--- src/rtl/button_repeater.sv ---
`default_nettype none
// +----------------------------------------------------------------------------+
// | Module      : button_repeater                                              |
// | Description : Turns two raw push-buttons (up/down) into clean one-cycle    |
// |               inc/dec/clr pulses for the number stage. Each button is      |
// |               synchronised and debounced. A press emits a first pulse and  |
// |               then auto-repeats while the button is held. Holding both     |
// |               buttons for CLEAR_HOLD cycles emits a single clr pulse.      |
// | Revision    : 1.0 - initial release                                        |
// +----------------------------------------------------------------------------+
// Ports
//   dyn_clk    in   dynamic clock, shared with the number stage
//   reset      in   asynchronous, active-high reset
//   btn_up     in   raw up button (asynchronous, active-high)
//   btn_down   in   raw down button (asynchronous, active-high)
//   inc        out  one-cycle increment pulse
//   dec        out  one-cycle decrement pulse
//   clr        out  one-cycle clear pulse
//   repeating  out  high while auto-repeat is active
//
// Parameters
//   DEBOUNCE       consecutive differing synced samples needed to flip a level
//   REPEAT_DELAY   cycles from the first pulse to the first auto-repeat pulse
//   REPEAT_PERIOD  cycles between auto-repeat pulses
//   CLEAR_HOLD     cycles both buttons must be held before clr
//   CW             width of the debounce and hold timers
module button_repeater #(
  parameter int DEBOUNCE      = 4,
  parameter int REPEAT_DELAY  = 8,
  parameter int REPEAT_PERIOD = 4,
  parameter int CLEAR_HOLD    = 16,
  parameter int CW            = 8
) (
  input  logic dyn_clk,
  input  logic reset,
  input  logic btn_up,
  input  logic btn_down,
  output logic inc,
  output logic dec,
  output logic clr,
  output logic repeating
);

  // Terminal counts. Each timer starts at 0 on entry, so the event fires
  // when the timer reads N-1 on the N-th cycle after entry.
  localparam logic [CW-1:0] DB_LAST  = CW'(DEBOUNCE - 1);
  localparam logic [CW-1:0] RD_LAST  = CW'(REPEAT_DELAY - 1);
  localparam logic [CW-1:0] RP_LAST  = CW'(REPEAT_PERIOD - 1);
  localparam logic [CW-1:0] CLR_LAST = CW'(CLEAR_HOLD - 1);

  // Bit 1 carries the up button and bit 0 the down button, so the debounced
  // pair reads 10=UP, 01=DOWN, 11=BOTH and 00=NONE.
  logic [1:0] btn_raw;
  logic [1:0] db;

  assign btn_raw = {btn_up, btn_down};

  // --------------------------------------------------------------------------
  // Per-button synchroniser and debouncer
  // --------------------------------------------------------------------------
  genvar gi;
  generate
    for (gi = 0; gi < 2; gi++) begin : g_btn
      logic          meta_q, meta_d;
      logic          sync_q, sync_d;
      logic          db_q,   db_d;
      logic [CW-1:0] cnt_q,  cnt_d;

      always_comb begin
        meta_d = btn_raw[gi];
        sync_d = meta_q;
        db_d   = db_q;
        cnt_d  = cnt_q;
        if (sync_q == db_q) begin
          // Any sample that agrees with the current level restarts the run.
          cnt_d = '0;
        end else if (cnt_q == DB_LAST) begin
          // This is the DEBOUNCE-th differing sample in a row.
          db_d  = sync_q;
          cnt_d = '0;
        end else begin
          cnt_d = cnt_q + 1'b1;
        end
      end

      always_ff @(posedge dyn_clk or posedge reset) begin
        if (reset) begin
          meta_q <= 1'b0;
          sync_q <= 1'b0;
          db_q   <= 1'b0;
          cnt_q  <= '0;
        end else begin
          meta_q <= meta_d;
          sync_q <= sync_d;
          db_q   <= db_d;
          cnt_q  <= cnt_d;
        end
      end

      assign db[gi] = db_q;
    end
  endgenerate

  // --------------------------------------------------------------------------
  // Press / repeat / chord state machine
  // --------------------------------------------------------------------------
  typedef enum logic [2:0] {
    S_IDLE   = 3'd0,
    S_DELAY  = 3'd1,
    S_REPEAT = 3'd2,
    S_BOTH   = 3'd3,
    S_LOCK   = 3'd4
  } state_t;

  state_t        state_q,     state_d;
  logic [CW-1:0] tmr_q,       tmr_d;
  logic          dir_up_q,    dir_up_d;
  logic          inc_q,       inc_d;
  logic          dec_q,       dec_d;
  logic          clr_q,       clr_d;
  logic          repeating_q, repeating_d;
  logic [CW-1:0] hold_last;

  // DELAY and REPEAT share the same exits and differ only in how long the
  // held button must stay down before the next pulse.
  assign hold_last = (state_q == S_DELAY) ? RD_LAST : RP_LAST;

  always_comb begin
    state_d  = state_q;
    tmr_d    = tmr_q;
    dir_up_d = dir_up_q;
    inc_d    = 1'b0;
    dec_d    = 1'b0;
    clr_d    = 1'b0;

    case (state_q)
      S_IDLE: begin
        case (db)
          2'b10: begin
            inc_d    = 1'b1;
            dir_up_d = 1'b1;
            state_d  = S_DELAY;
            tmr_d    = '0;
          end
          2'b01: begin
            dec_d    = 1'b1;
            dir_up_d = 1'b0;
            state_d  = S_DELAY;
            tmr_d    = '0;
          end
          2'b11: begin
            state_d = S_BOTH;
            tmr_d   = '0;
          end
          default: begin
          end
        endcase
      end

      S_DELAY, S_REPEAT: begin
        if (db == 2'b00) begin
          state_d = S_IDLE;
          tmr_d   = '0;
        end else if (db == 2'b11) begin
          // The second button joined: start timing a clear chord.
          state_d = S_BOTH;
          tmr_d   = '0;
        end else if (db[1] != dir_up_q) begin
          // Only the opposite button is now down: treat it as a fresh press
          // in the new direction, restarting the initial repeat delay.
          dir_up_d = db[1];
          inc_d    = db[1];
          dec_d    = ~db[1];
          state_d  = S_DELAY;
          tmr_d    = '0;
        end else if (tmr_q == hold_last) begin
          inc_d   = dir_up_q;
          dec_d   = ~dir_up_q;
          state_d = S_REPEAT;
          tmr_d   = '0;
        end else begin
          tmr_d = tmr_q + 1'b1;
        end
      end

      S_BOTH: begin
        if (db != 2'b11) begin
          // Chord broken before the hold time: abandon it silently.
          state_d = S_LOCK;
          tmr_d   = '0;
        end else if (tmr_q == CLR_LAST) begin
          clr_d   = 1'b1;
          state_d = S_LOCK;
          tmr_d   = '0;
        end else begin
          tmr_d = tmr_q + 1'b1;
        end
      end

      S_LOCK: begin
        // A button left down after a chord must not count as a press;
        // wait for a full release first.
        if (db == 2'b00) begin
          state_d = S_IDLE;
          tmr_d   = '0;
        end
      end

      default: begin
        state_d = S_IDLE;
        tmr_d   = '0;
      end
    endcase
  end

  // repeating follows the registered state so it changes on the same edge.
  assign repeating_d = (state_d == S_REPEAT);

  always_ff @(posedge dyn_clk or posedge reset) begin
    if (reset) begin
      state_q     <= S_IDLE;
      tmr_q       <= '0;
      dir_up_q    <= 1'b0;
      inc_q       <= 1'b0;
      dec_q       <= 1'b0;
      clr_q       <= 1'b0;
      repeating_q <= 1'b0;
    end else begin
      state_q     <= state_d;
      tmr_q       <= tmr_d;
      dir_up_q    <= dir_up_d;
      inc_q       <= inc_d;
      dec_q       <= dec_d;
      clr_q       <= clr_d;
      repeating_q <= repeating_d;
    end
  end

  assign inc       = inc_q;
  assign dec       = dec_q;
  assign clr       = clr_q;
  assign repeating = repeating_q;

endmodule

`default_nettype wire

--- config.mk ---
export PLATFORM = sky130hd
export DESIGN_NAME = button_repeater
export DESIGN_NICKNAME = d
export VERILOG_FILES = /design/src/rtl/button_repeater.sv
export SDC_FILE = /design/constraint.sdc
export NUM_CORES = 1
export LEC_CHECK = 0
export CORE_ASPECT_RATIO = 0.75
export CORE_MARGIN = 2
export CORE_UTILIZATION = 30
export DETAILED_ROUTE_END_ITERATION = 8
export GPL_ROUTABILITY_DRIVEN = 0
export HOLD_SLACK_MARGIN = 0.15
export PLACE_DENSITY = 0.56
export SLEW_MARGIN = 10
export SYNTH_ARGS = -nofsm -noshare
export SYNTH_HDL_FRONTEND = slang
export SYNTH_SLANG_ARGS = --single-unit
--- constraint.sdc ---
create_clock -name dyn_clk -period 2 [get_ports dyn_clk]
set_input_delay 0.2 -clock dyn_clk [delete_from_list [all_inputs] [get_ports dyn_clk]]
set_output_delay 0.2 -clock dyn_clk [all_outputs]
set_load 0.02 [all_outputs]
==> run summary <==
met1 is the most crowded layer. The number of vias after detailed routing came out at 1411. The flip-flop and latch area is between 900 and 1000 sq um. The floorplan step defined a die boundary enclosing a little over 7000 sq um.

Counting flops with a built-in enable in the synthesized netlist gives 0. Summing every instance area after synthesis gives ~2000 sq um. The total track usage is between 10 and 15%. The run finished with clean final reports.

The critical path starts at g_btn[0].cnt_q[0]. The count of boundary I/O pins came out at 8. Derived from the worst setup path, the maximum achievable clock frequency is approximately 520 MHz. The area of combinational cells with multiple inputs came out at around 960 sq um. The latest clock arrival within the worst-skew pair is 0.28 ns.

In this run the worst setup path terminates at g_btn[0].db_q. The starting density of the core came out at approximately 31%. The via count of the first global-routing pass was 1360. The DRC marker count from the first detailed-route iteration is 68. The average vias per placed instance is 4.73.

The worst setup path is launched from a flip-flop. The cell depth of the worst flop-to-flop path came out at 4. The flop-to-flop setup slack came out at 0.08 ns. Relative to the synthesized area, the layout overhead comes to 18.4%. TritonCTS built the clock tree. The end of the worst register-to-register path is g_btn[0].db_q. Setup repair after global routing could not meet its margin everywhere. The max capacitance violation total came out at 0. The number of nets in the synthesized netlist came out at roughly 200. For this run, the number of Yosys warnings is 0. The level count of the clock H-tree came out at 2.

The overall power after layout came out at 2.80 mW. The setup skew after layout came out at a little under 0.008 ns. Setup violations remaining at the end of the flow were counted as 0. The count of input and output buffers came out at 7.

The die is ~97 um wide. The count of clock tree sinks came out at 38. The initial antenna violation count is 0. Once detailed placement completed, the half-perimeter wirelength came to ~2.5 mm.

The top fanout value on the critical path is 5. The cell count after synthesis came out at 192. The number of antenna repair diodes is 0.

The global-route wire length before repair is 6.43 mm. The post-cts hold buffer count is 0. The transition time at the pin with the least slew margin is between 0.4 and 0.5 ns. For this run, global-route usage on met1 was measured as roughly 17%.

The net count of the finished layout is approximately 230. Clock-pin slew was measured on the worst setup and hold paths at around 0.080 ns. The critical path endpoint category is a flip-flop. In this run the core area contains 25 standard-cell rows. The post-route minimum period came out at 1.92 ns. IR analysis of the VDD net gives a maximum drop of between 0.4 and 0.5 mV.

The sequential cell area fraction in the yosys report came out at between 40% and 50%. The tree is rooted in a clkbuf_8. The portion of the clock cycle consumed by the worst path in the final layout came out at a little over nine tenths. The worst slew slack as a fraction of its limit came out at approximately 67%. The placeable core area is between 6000 and 7000 sq um. After detailed routing, the total wire length is approximately 3.5 mm. The most used flip-flop cell after synthesis is dfrtp_1. Entering global routing, the biggest net connects 39 pins. The design area is ~2300 sq um. The fraction of layout instances using a drive strength above 1 came out at between 10% and 20%. The number of unique standard cell types used by synthesis is 46.

In this run the remaining antenna-violating nets after routing total 0. In this run the critical register-to-register path is launched from g_btn[0].cnt_q[0]. Setup total negative slack on the finished layout was measured at 0 ns. The average cell area after synthesis is 10.2 sq um.

The met3 layer usage reported by global route is approximately 3.2%. The detailed-routing iteration count for the pre-antenna-repair pass came out at 4. The hold violation total from the final report came out at 0. The tightest min-delay check is of the primary input to asynchronous set/reset pin type.

Cells fill a little under two fifths of the core in the end. STA puts the critical path data arrival time at around 2.1 ns. The number of remaining DRC errors came out at 0. Clock tree synthesis inserted a total of 5 buffers. The worst-case clock buffer depth came out at 2. In the synthesized netlist the async set-or-reset flop fraction comes to 100%. The type of the worst setup path is flip-flop to flip-flop. The filler cells instantiated in the layout total approximately 610. The static power due to leakage came out at 1.04 nW. The y dimension of the die is 73.8 um. In this run the power density over the cells is about 1200 nW/um^2.

Dividing the detail-routed wire length by the instance count gives about 12 um. The worst slack after detailed placement is about 0.11 ns. For met2 alone, demand over resource in global routing was ~15%. The placed standard-cell area is about 2200 sq um. The endpoint required time on the critical path came out at 2.17 ns. The smallest setup slack after layout is roughly 0.085 ns. Synthesis inferred 38 register bits. The number of max-slew violations in the final report is 0. The final global-route overflow total is 0.
==> cells in the mapped netlist, drive strengths merged, types with 2 or more instances <==
| library cell | count | area [sq um] |
|---|---|---|
| nand3 | 12 | 60.1 |
| o21ai | 7 | 35.0 |
| xnor2 | 5 | 43.8 |
| a22oi | 2 | 15.0 |
| o211ai | 2 | 15.0 |
| ha | 7 | 87.6 |
| or4b | 2 | 20.0 |
| inv | 7 | 26.3 |
| nor2 | 24 | 90.1 |
| dfrtp | 38 | 951 |
| a211oi | 2 | 15.0 |
| xor2 | 14 | 123 |
| nor3 | 4 | 20.0 |
| nand2 | 15 | 56.3 |
| and2 | 2 | 12.5 |
| nor4 | 4 | 37.5 |
| or4 | 2 | 22.5 |
| nand2b | 3 | 18.8 |
| buf | 3 | 15.0 |
| or2 | 3 | 18.8 |
| a21o | 2 | 15.0 |
| a21oi | 4 | 20.0 |
| a31o | 2 | 17.5 |
| a31oi | 2 | 12.5 |
| and3 | 6 | 40.0 |
| mux2 | 3 | 41.3 |
==> metrics by stage <==
step / std cells / hold slack [ns]
after floorplan: 192 / 0.231
after global placement: 288 / 0.335
after detailed placement: 288 / 0.340
after CTS: 296 / 0.336
after global routing: 298 / 0.336
final: 298 / 0.322
==> kinds of logic after synthesis <==
group	synth area share, %
fa+ha+maj	4.49
buf+inv	2.31
simple gates	22.2
mux	2.63
compound gates	11.0
flops	48.8
xor+xnor	8.54
==> cell type report <==
type,instances,area share (%)
clock inverters,2,0.542
flip-flops and latches,38,41.2
inverters,7,1.14
multi-input cells,143,41.5
clock buffers,6,3.58
repair buffers,21,7.59
well taps,81,4.39
==> worst min-delay path by stage <==
| stage | start | endpoint | slack [ns] | cells after the start |
|---|---|---|---|---|
| after global routing | btn_down | g_btn[0].meta_q | 0.34 | 1 |
| final | reset | g_btn[1].cnt_q[6] | 0.32 | 3 |
| after CTS | reset | g_btn[1].cnt_q[6] | 0.34 | 3 |
| after global placement | g_btn[1].meta_q | g_btn[1].sync_q | 0.33 | 0 |
| after detailed placement | g_btn[0].meta_q | g_btn[0].sync_q | 0.34 | 0 |
| after floorplan | btn_down | g_btn[0].meta_q | 0.23 | 0 |
==> layer usage <==
metal | vias up | routed length [um]
li1 | 727 | -
met1 | 653 | 2010
met2 | 27 | 1330
met3 | 4 | 140
met4 | 0 | 31
met5 | - | 0
==> flip-flops by register name, indices dropped and copies added, names as in the netlist <==
register      count
dir_up_q          1
state_q           3
g_btn.sync_q      2
g_btn.db_q        2
dec               1
inc               1
repeating         1
tmr_q             8
g_btn.meta_q      2
clr               1
g_btn.cnt_q      16
==> placed cells by master (no fill, tap or decap), drive strengths merged, types with 2 or more instances in the layout <==
| cell | count |
|---|---|
| xor2 | 14 |
| a22oi | 2 |
| ha | 7 |
| a31o | 2 |
| buf | 14 |
| clkdlybuf4s50 | 7 |
| a21o | 2 |
| a31oi | 2 |
| mux2 | 3 |
| o21ai | 7 |
| nor2 | 24 |
| or4 | 2 |
| nand3 | 12 |
| or2 | 3 |
| nor3 | 4 |
| clkbuf | 6 |
| or4b | 2 |
| a211oi | 2 |
| nor4 | 4 |
| and2 | 2 |
| nand2b | 3 |
| dfrtp | 38 |
| o211ai | 2 |
| inv | 7 |
| and3 | 6 |
| nand2 | 15 |
| a21oi | 4 |
| xnor2 | 5 |
==> timing repair <==
item	4_1_cts	5_1_grt
endpoints found under the hold margin	0	0
setup endpoints to repair	0	14
gates resized for setup	0	2
buffers inserted	0	2
==> critical path: stages, from the launching register on <==
cell,delay (ns)
dfrtp_1,0.41
ha_1,0.18
or4b_1,0.45
or4_4,0.46
mux2_4,0.31
==> power breakdown <==
part	switching (mW)	internal [mW]	leakage (nW)	total, mW
clock	0.262	0.277	0.0472	0.539
combinational	0.641	0.562	0.490	1.20
sequential	0.153	0.904	0.505	1.06
Note: power is estimated with default switching activity, not from simulation.
